<file path="config.mk">
export PLATFORM = sky130hd
export DESIGN_NAME = fetch_unit
export DESIGN_NICKNAME = d
export VERILOG_FILES = /design/src/rtl/fetch_pkg.sv /design/src/rtl/pc_next_sel.sv /design/src/rtl/fetch_unit.sv
export SDC_FILE = /design/constraint.sdc
export NUM_CORES = 1
export LEC_CHECK = 0
export ABC_AREA = 1
export ABC_CLOCK_PERIOD_IN_PS = 1950
export CAP_MARGIN = 20
export CORE_AREA = 4 4 56 109
export CTS_CLUSTER_SIZE = 25
export DETAILED_ROUTE_END_ITERATION = 16
export DIE_AREA = 0 0 60 113
export GPL_ROUTABILITY_DRIVEN = 0
export HOLD_SLACK_MARGIN = 0.08
export PLACE_DENSITY = 0.87
export SETUP_SLACK_MARGIN = 0.1
export SLEW_MARGIN = 5
export SYNTH_ARGS = -nofsm -noshare
export SYNTH_HDL_FRONTEND = slang
export SYNTH_SLANG_ARGS = --single-unit
export TNS_END_PERCENT = 10
</file>
<file path="constraint.sdc">
create_clock -name clk -period 1.95 [get_ports clk]
set_input_delay 0.39 -clock clk [delete_from_list [all_inputs] [get_ports clk]]
set_output_delay 0.39 -clock clk [all_outputs]
set_load 0.01 [all_outputs]
</file>
<file path="src/rtl/fetch_pkg.sv">
// Shared constants for the fetch stage: FSM state encodings and the
// instruction words the stage recognises or injects.
package fetch_pkg;

  typedef logic [1:0] state_t;

  localparam state_t ST_BOOT = 2'd0;
  localparam state_t ST_RUN  = 2'd1;
  localparam state_t ST_HALT = 2'd2;

  localparam logic [31:0] NOP_INSN  = 32'h0000_0013;
  localparam logic [31:0] HALT_INSN = 32'h0000_0073;

endpackage

</file>
<file path="src/rtl/pc_next_sel.sv">
// Next-PC priority mux: stall > halt > jump > branch > sequential increment.
// Redirect targets are word-aligned here; misaligned requests raise a strobe.
module pc_next_sel
  import fetch_pkg::*;
#(
  parameter int unsigned ADDR_W = 8
) (
  input  logic [ADDR_W-1:0] pc,
  input  logic [31:0]       instr,
  input  logic              stall,
  input  logic              jump,
  input  logic [ADDR_W-1:0] jump_target,
  input  logic              branch_taken,
  input  logic [ADDR_W-1:0] branch_target,
  output logic [ADDR_W-1:0] next_pc_c,
  output logic              cnt_en_c,
  output logic              halt_c,
  output logic              misalign_c
);

  always_comb begin
    next_pc_c  = pc;
    cnt_en_c   = 1'b0;
    halt_c     = 1'b0;
    misalign_c = 1'b0;
    if (!stall) begin
      cnt_en_c = 1'b1;
      if (instr == HALT_INSN) begin
        halt_c = 1'b1;
      end else if (jump) begin
        next_pc_c  = {jump_target[ADDR_W-1:2], 2'b00};
        misalign_c = |jump_target[1:0];
      end else if (branch_taken) begin
        next_pc_c  = {branch_target[ADDR_W-1:2], 2'b00};
        misalign_c = |branch_target[1:0];
      end else begin
        next_pc_c = pc + ADDR_W'(4);
      end
    end
  end

endmodule

</file>
<file path="src/rtl/fetch_unit.sv">
// PC register and fetch control for the single-cycle core: BOOT bubble,
// RUN with zero-latency fetch, terminal HALT, sticky misalign, saturating count.
module fetch_unit
  import fetch_pkg::*;
#(
  parameter int unsigned          ADDR_W   = 8,
  parameter logic [ADDR_W-1:0]    RESET_PC = '0,
  parameter int unsigned          CNT_W    = 16
) (
  input  logic              clk,
  input  logic              rst_n,
  output logic [ADDR_W-1:0] imem_addr,
  input  logic [31:0]       imem_instr,
  input  logic              stall,
  input  logic              jump,
  input  logic [ADDR_W-1:0] jump_target,
  input  logic              branch_taken,
  input  logic [ADDR_W-1:0] branch_target,
  output logic [31:0]       instr_out,
  output logic [ADDR_W-1:0] pc_out,
  output logic              instr_valid,
  output logic              halted,
  output logic              misalign_err,
  output logic [CNT_W-1:0]  fetch_count
);

  state_t              state, state_nxt;
  logic [ADDR_W-1:0]   pc, pc_nxt;
  logic [CNT_W-1:0]    cnt, cnt_nxt;
  logic                mis, mis_nxt;

  logic [ADDR_W-1:0]   sel_pc_c;
  logic                sel_cnt_en_c;
  logic                sel_halt_c;
  logic                sel_misalign_c;

  pc_next_sel #(
    .ADDR_W (ADDR_W)
  ) u_sel (
    .pc            (pc),
    .instr         (imem_instr),
    .stall         (stall),
    .jump          (jump),
    .jump_target   (jump_target),
    .branch_taken  (branch_taken),
    .branch_target (branch_target),
    .next_pc_c     (sel_pc_c),
    .cnt_en_c      (sel_cnt_en_c),
    .halt_c        (sel_halt_c),
    .misalign_c    (sel_misalign_c)
  );

  // State, PC, counter and sticky flag; reset overrides every state.
  always_ff @(posedge clk) begin
    if (!rst_n) begin
      state <= ST_BOOT;
      pc    <= RESET_PC;
      cnt   <= '0;
      mis   <= 1'b0;
    end else begin
      state <= state_nxt;
      pc    <= pc_nxt;
      cnt   <= cnt_nxt;
      mis   <= mis_nxt;
    end
  end

  // Next-state logic; only RUN lets the selector touch architectural state.
  always_comb begin
    state_nxt = state;
    pc_nxt    = pc;
    cnt_nxt   = cnt;
    mis_nxt   = mis;
    case (state)
      ST_BOOT: state_nxt = ST_RUN;
      ST_RUN: begin
        pc_nxt = sel_pc_c;
        if (sel_halt_c) begin
          state_nxt = ST_HALT;
        end
        if (sel_cnt_en_c && (cnt != '1)) begin
          cnt_nxt = cnt + CNT_W'(1);
        end
        if (sel_misalign_c) begin
          mis_nxt = 1'b1;
        end
      end
      ST_HALT: state_nxt = ST_HALT;
      default: state_nxt = ST_BOOT;
    endcase
  end

  // Instruction path stays combinational so RUN has zero fetch latency.
  assign imem_addr    = pc;
  assign pc_out       = pc;
  assign instr_valid  = (state == ST_RUN);
  assign instr_out    = (state == ST_RUN) ? imem_instr : NOP_INSN;
  assign halted       = (state == ST_HALT);
  assign misalign_err = mis;
  assign fetch_count  = cnt;

endmodule

</file>
==> results.toml <==
[yosys]
yosysMostFrequentCell = "nand2_1"
async_flop_share = 0
synthCells = 330
synth_area_sq_um = 1964
synth_edf_count = 0
ys_ff_latch = 25
syn_area_per_cell_sq_um = 5.953
synth.top_cell.area_share = 0.2548
synthDistinctLibCells = 27
yosys_warnings = 0
synthTopCellsByCount = "nand2_1, nor2_1, inv_1"
synth_flop_cell = "dfxtp_1"
ys_seq_area_frac = 0.2548
synth.area.top_cells = "dfxtp_1, nand2_1, nor2_1"
yosys.area.top_type = "dfxtp_1"

[die]
die_x_microns = 60
die_y_microns = 113
start_util = 0.3689
die_area_sq_um = 6780
core-area_sq_um = 5325
rows = 38
io-pin-count = 120

[cts]
clk_path_buf_depth = 2
cts_tree = "done"
cts.sinks = 25
clk-insertion-delay-late_ns = 0.27
clkTransAtPathRegs_ns = 0.08
numCtsBuffers = 3
root_buffer = "clkbuf_8"
htree_levels = 1

[timing]
hold_violations = 0
slew_violations = 0
finalSetupViolCount = 0
fin_crit_sh = 0.9340
clock_skew_ns = 0.001142
rsz0062_at_grt = "true"
timing.fmax_ghz = 0.5491
period_needed_ns = 1.821
finalSetupTns_ns = 0

[global_routing]
grt_pass1_vias = 2123
grt_usage = 0.1778
grt_first_pass_wirelength_microns = 9742
grt_max_degree = 30
antenna_found_initial = 0
grt_overflow = 0

[worst_setup_path]
rr_endpoint = "fetch_count[13]"
worst_ep_arrival_time_ns = 1.43
crit_cells = 5
slowest_delay_ns = 0.33
path_cells = "inv_2, ha_4, inv_2, or2_2, dlygate4sd2_1"
rrSetupSlack_ns = 0.26
path_common_cell = "inv_2"
required_ns = 1.56
start_kind = "flip-flop"
cp_top_family = "buffers and inverters"
ff2ff_path_depth = 8
crit_slowest_cell = "dfxtp_1"
rr_startpoint = "fetch_count[0]"
cp-end-kind = "output pin"
critPathMaxFanout = 4
critPathKind = "flip-flop to output pin"
crit_buf_inv = 3

[final_layout]
multi_input_area_sq_um = 1191
insertedDiodeCount = 0
fillers = 500
final_util = 0.5966
area_growth_pct = 61.72
nNetsFinal = 500
layout.area.seq_sq_um = 500.5
drive_gt1_frac = 0.07483

[power_and_ir_drop]
p_leak_nw = 1.543
power_mw = 2.175
ir_drop_uv = 592.1
power_density_nw_per_um2 = 684.7

[placement]
io_buffer_count = 115
dp_hpwl_microns = 4973

[drt]
dr.first_iter.drc_count = 105
firstDrtPassIters = 4
ant_nets = 0
drc = 0
wire_per_inst_microns = 11.92
routed_via_density = 4.709
routed_wl_microns = 5974
num_vias = 2359

[worst_hold_path]
holdPathStages = 2
hold_start = "misalign_err"
hp-class = "flip-flop to flip-flop"
min_to = "misalign_err"

[outcome]
status = "completed"

[job]
drv_cap = 0
[power by group]
| part | internal, mW | leakage (nW) | switching, mW |
|---|---|---|---|
| logic | 0.617 | 1.32 | 0.617 |
| registers | 0.568 | 0.203 | 0.0698 |
| clock network | 0.146 | 0.0228 | 0.157 |
[repair_timing]
item	in CTS	in global routing
endpoints found under the setup margin	33	38
pin swaps	0	0
hold buffers	0	0
resized for setup	38	3
buffers inserted	0	1
[worst min-delay path: stages (launching register included)]
cell and delay (ns):
dfxtp_1 0.32, inv_1 0.05, a21oi_1 0.05
[routing by layer]
metal  wire length [microns]  up-vias  part of all wire  track usage
li1                        -     1215                 -            -
met3                     615        9              0.10      0.03196
met5                       0        -                 0            0
met2                    2877      111              0.48       0.3078
met4                      96        0             0.016      0.04142
met1                    2384     1024              0.40       0.2208
[worst max-delay path by stage]
stage,startpoint,endpoint,slack [ns]
after CTS,state[1],instr_out[0],0.11
final,state[1],instr_out[1],0.13
after global placement,imem_instr[4],instr_out[4],-0.05
after global routing,state[1],instr_out[22],0.05
after detailed placement,imem_instr[24],imem_addr[6],-0.09
after floorplan,state[1],imem_addr[4],0.33
[cell type report]
type / count / area share
sequential: 25 / 0.1575
clock buffer: 4 / 0.01418
tap: 60 / 0.02363
multi-input combinational: 241 / 0.3749
inverter: 47 / 0.05553
timing repair buffer: 124 / 0.3742
[cell usage in the layout, fill, tap and decap left out]
cell,netlist,layout
conb_1,1,4
xnor2_1,8,8
clkbuf_1,7,1
xor2_1,7,7
nor3_1,1,1
and3_4,1,1
a21oi_2,4,4
nand2_4,2,2
nor2_2,1,2
inv_1,45,44
nand3_2,1,1
clkdlybuf4s50_1,0,82
inv_2,2,3
dlygate4sd2_1,0,30
clkbuf_8,0,3
nand4_1,3,3
nand2_1,100,100
ha_4,0,1
clkdlybuf4s15_1,0,2
mux2i_1,1,1
dfxtp_1,25,25
buf_12,0,1
o21ai_0,11,11
buf_4,10,8
ha_1,5,4
nand3_1,17,17
o21bai_1,1,1
nor2_1,50,49
or2_2,4,4
clkbuf_2,0,1
nor2_4,2,2
a21oi_1,18,18
[flip-flops by register name, summed over array words and instances (netlist names)]
name / cells
state: 2
imem_addr: 6
misalign_err: 1
fetch_count: 16
[logic make-up after synthesis]
family,synth area share
multiplexers,0.005096
adder cells (fa/ha/maj),0.03185
XOR/XNOR,0.06688
AND/OR/NAND/NOR,0.3917
other,0.001909
AO/OA/AOI/OAI,0.09554
buffers and inverters,0.1522
flip-flops,0.2548
[stage by stage]
step | hold slack (ns) | instance area [sq um] | instances | worst slack (ns)
after floorplan | 0.4740 | 1976 | 333 | 0.3277
after global placement | 0.4570 | 3152 | 496 | -0.05359
after detailed placement | 0.4572 | 3152 | 496 | -0.08869
after CTS | 0.4693 | 3171 | 500 | 0.1122
after global routing | 0.5075 | 3177 | 501 | 0.05151
final | 0.4618 | 3177 | 501 | 0.1288
(Power assumes the default switching activity.)
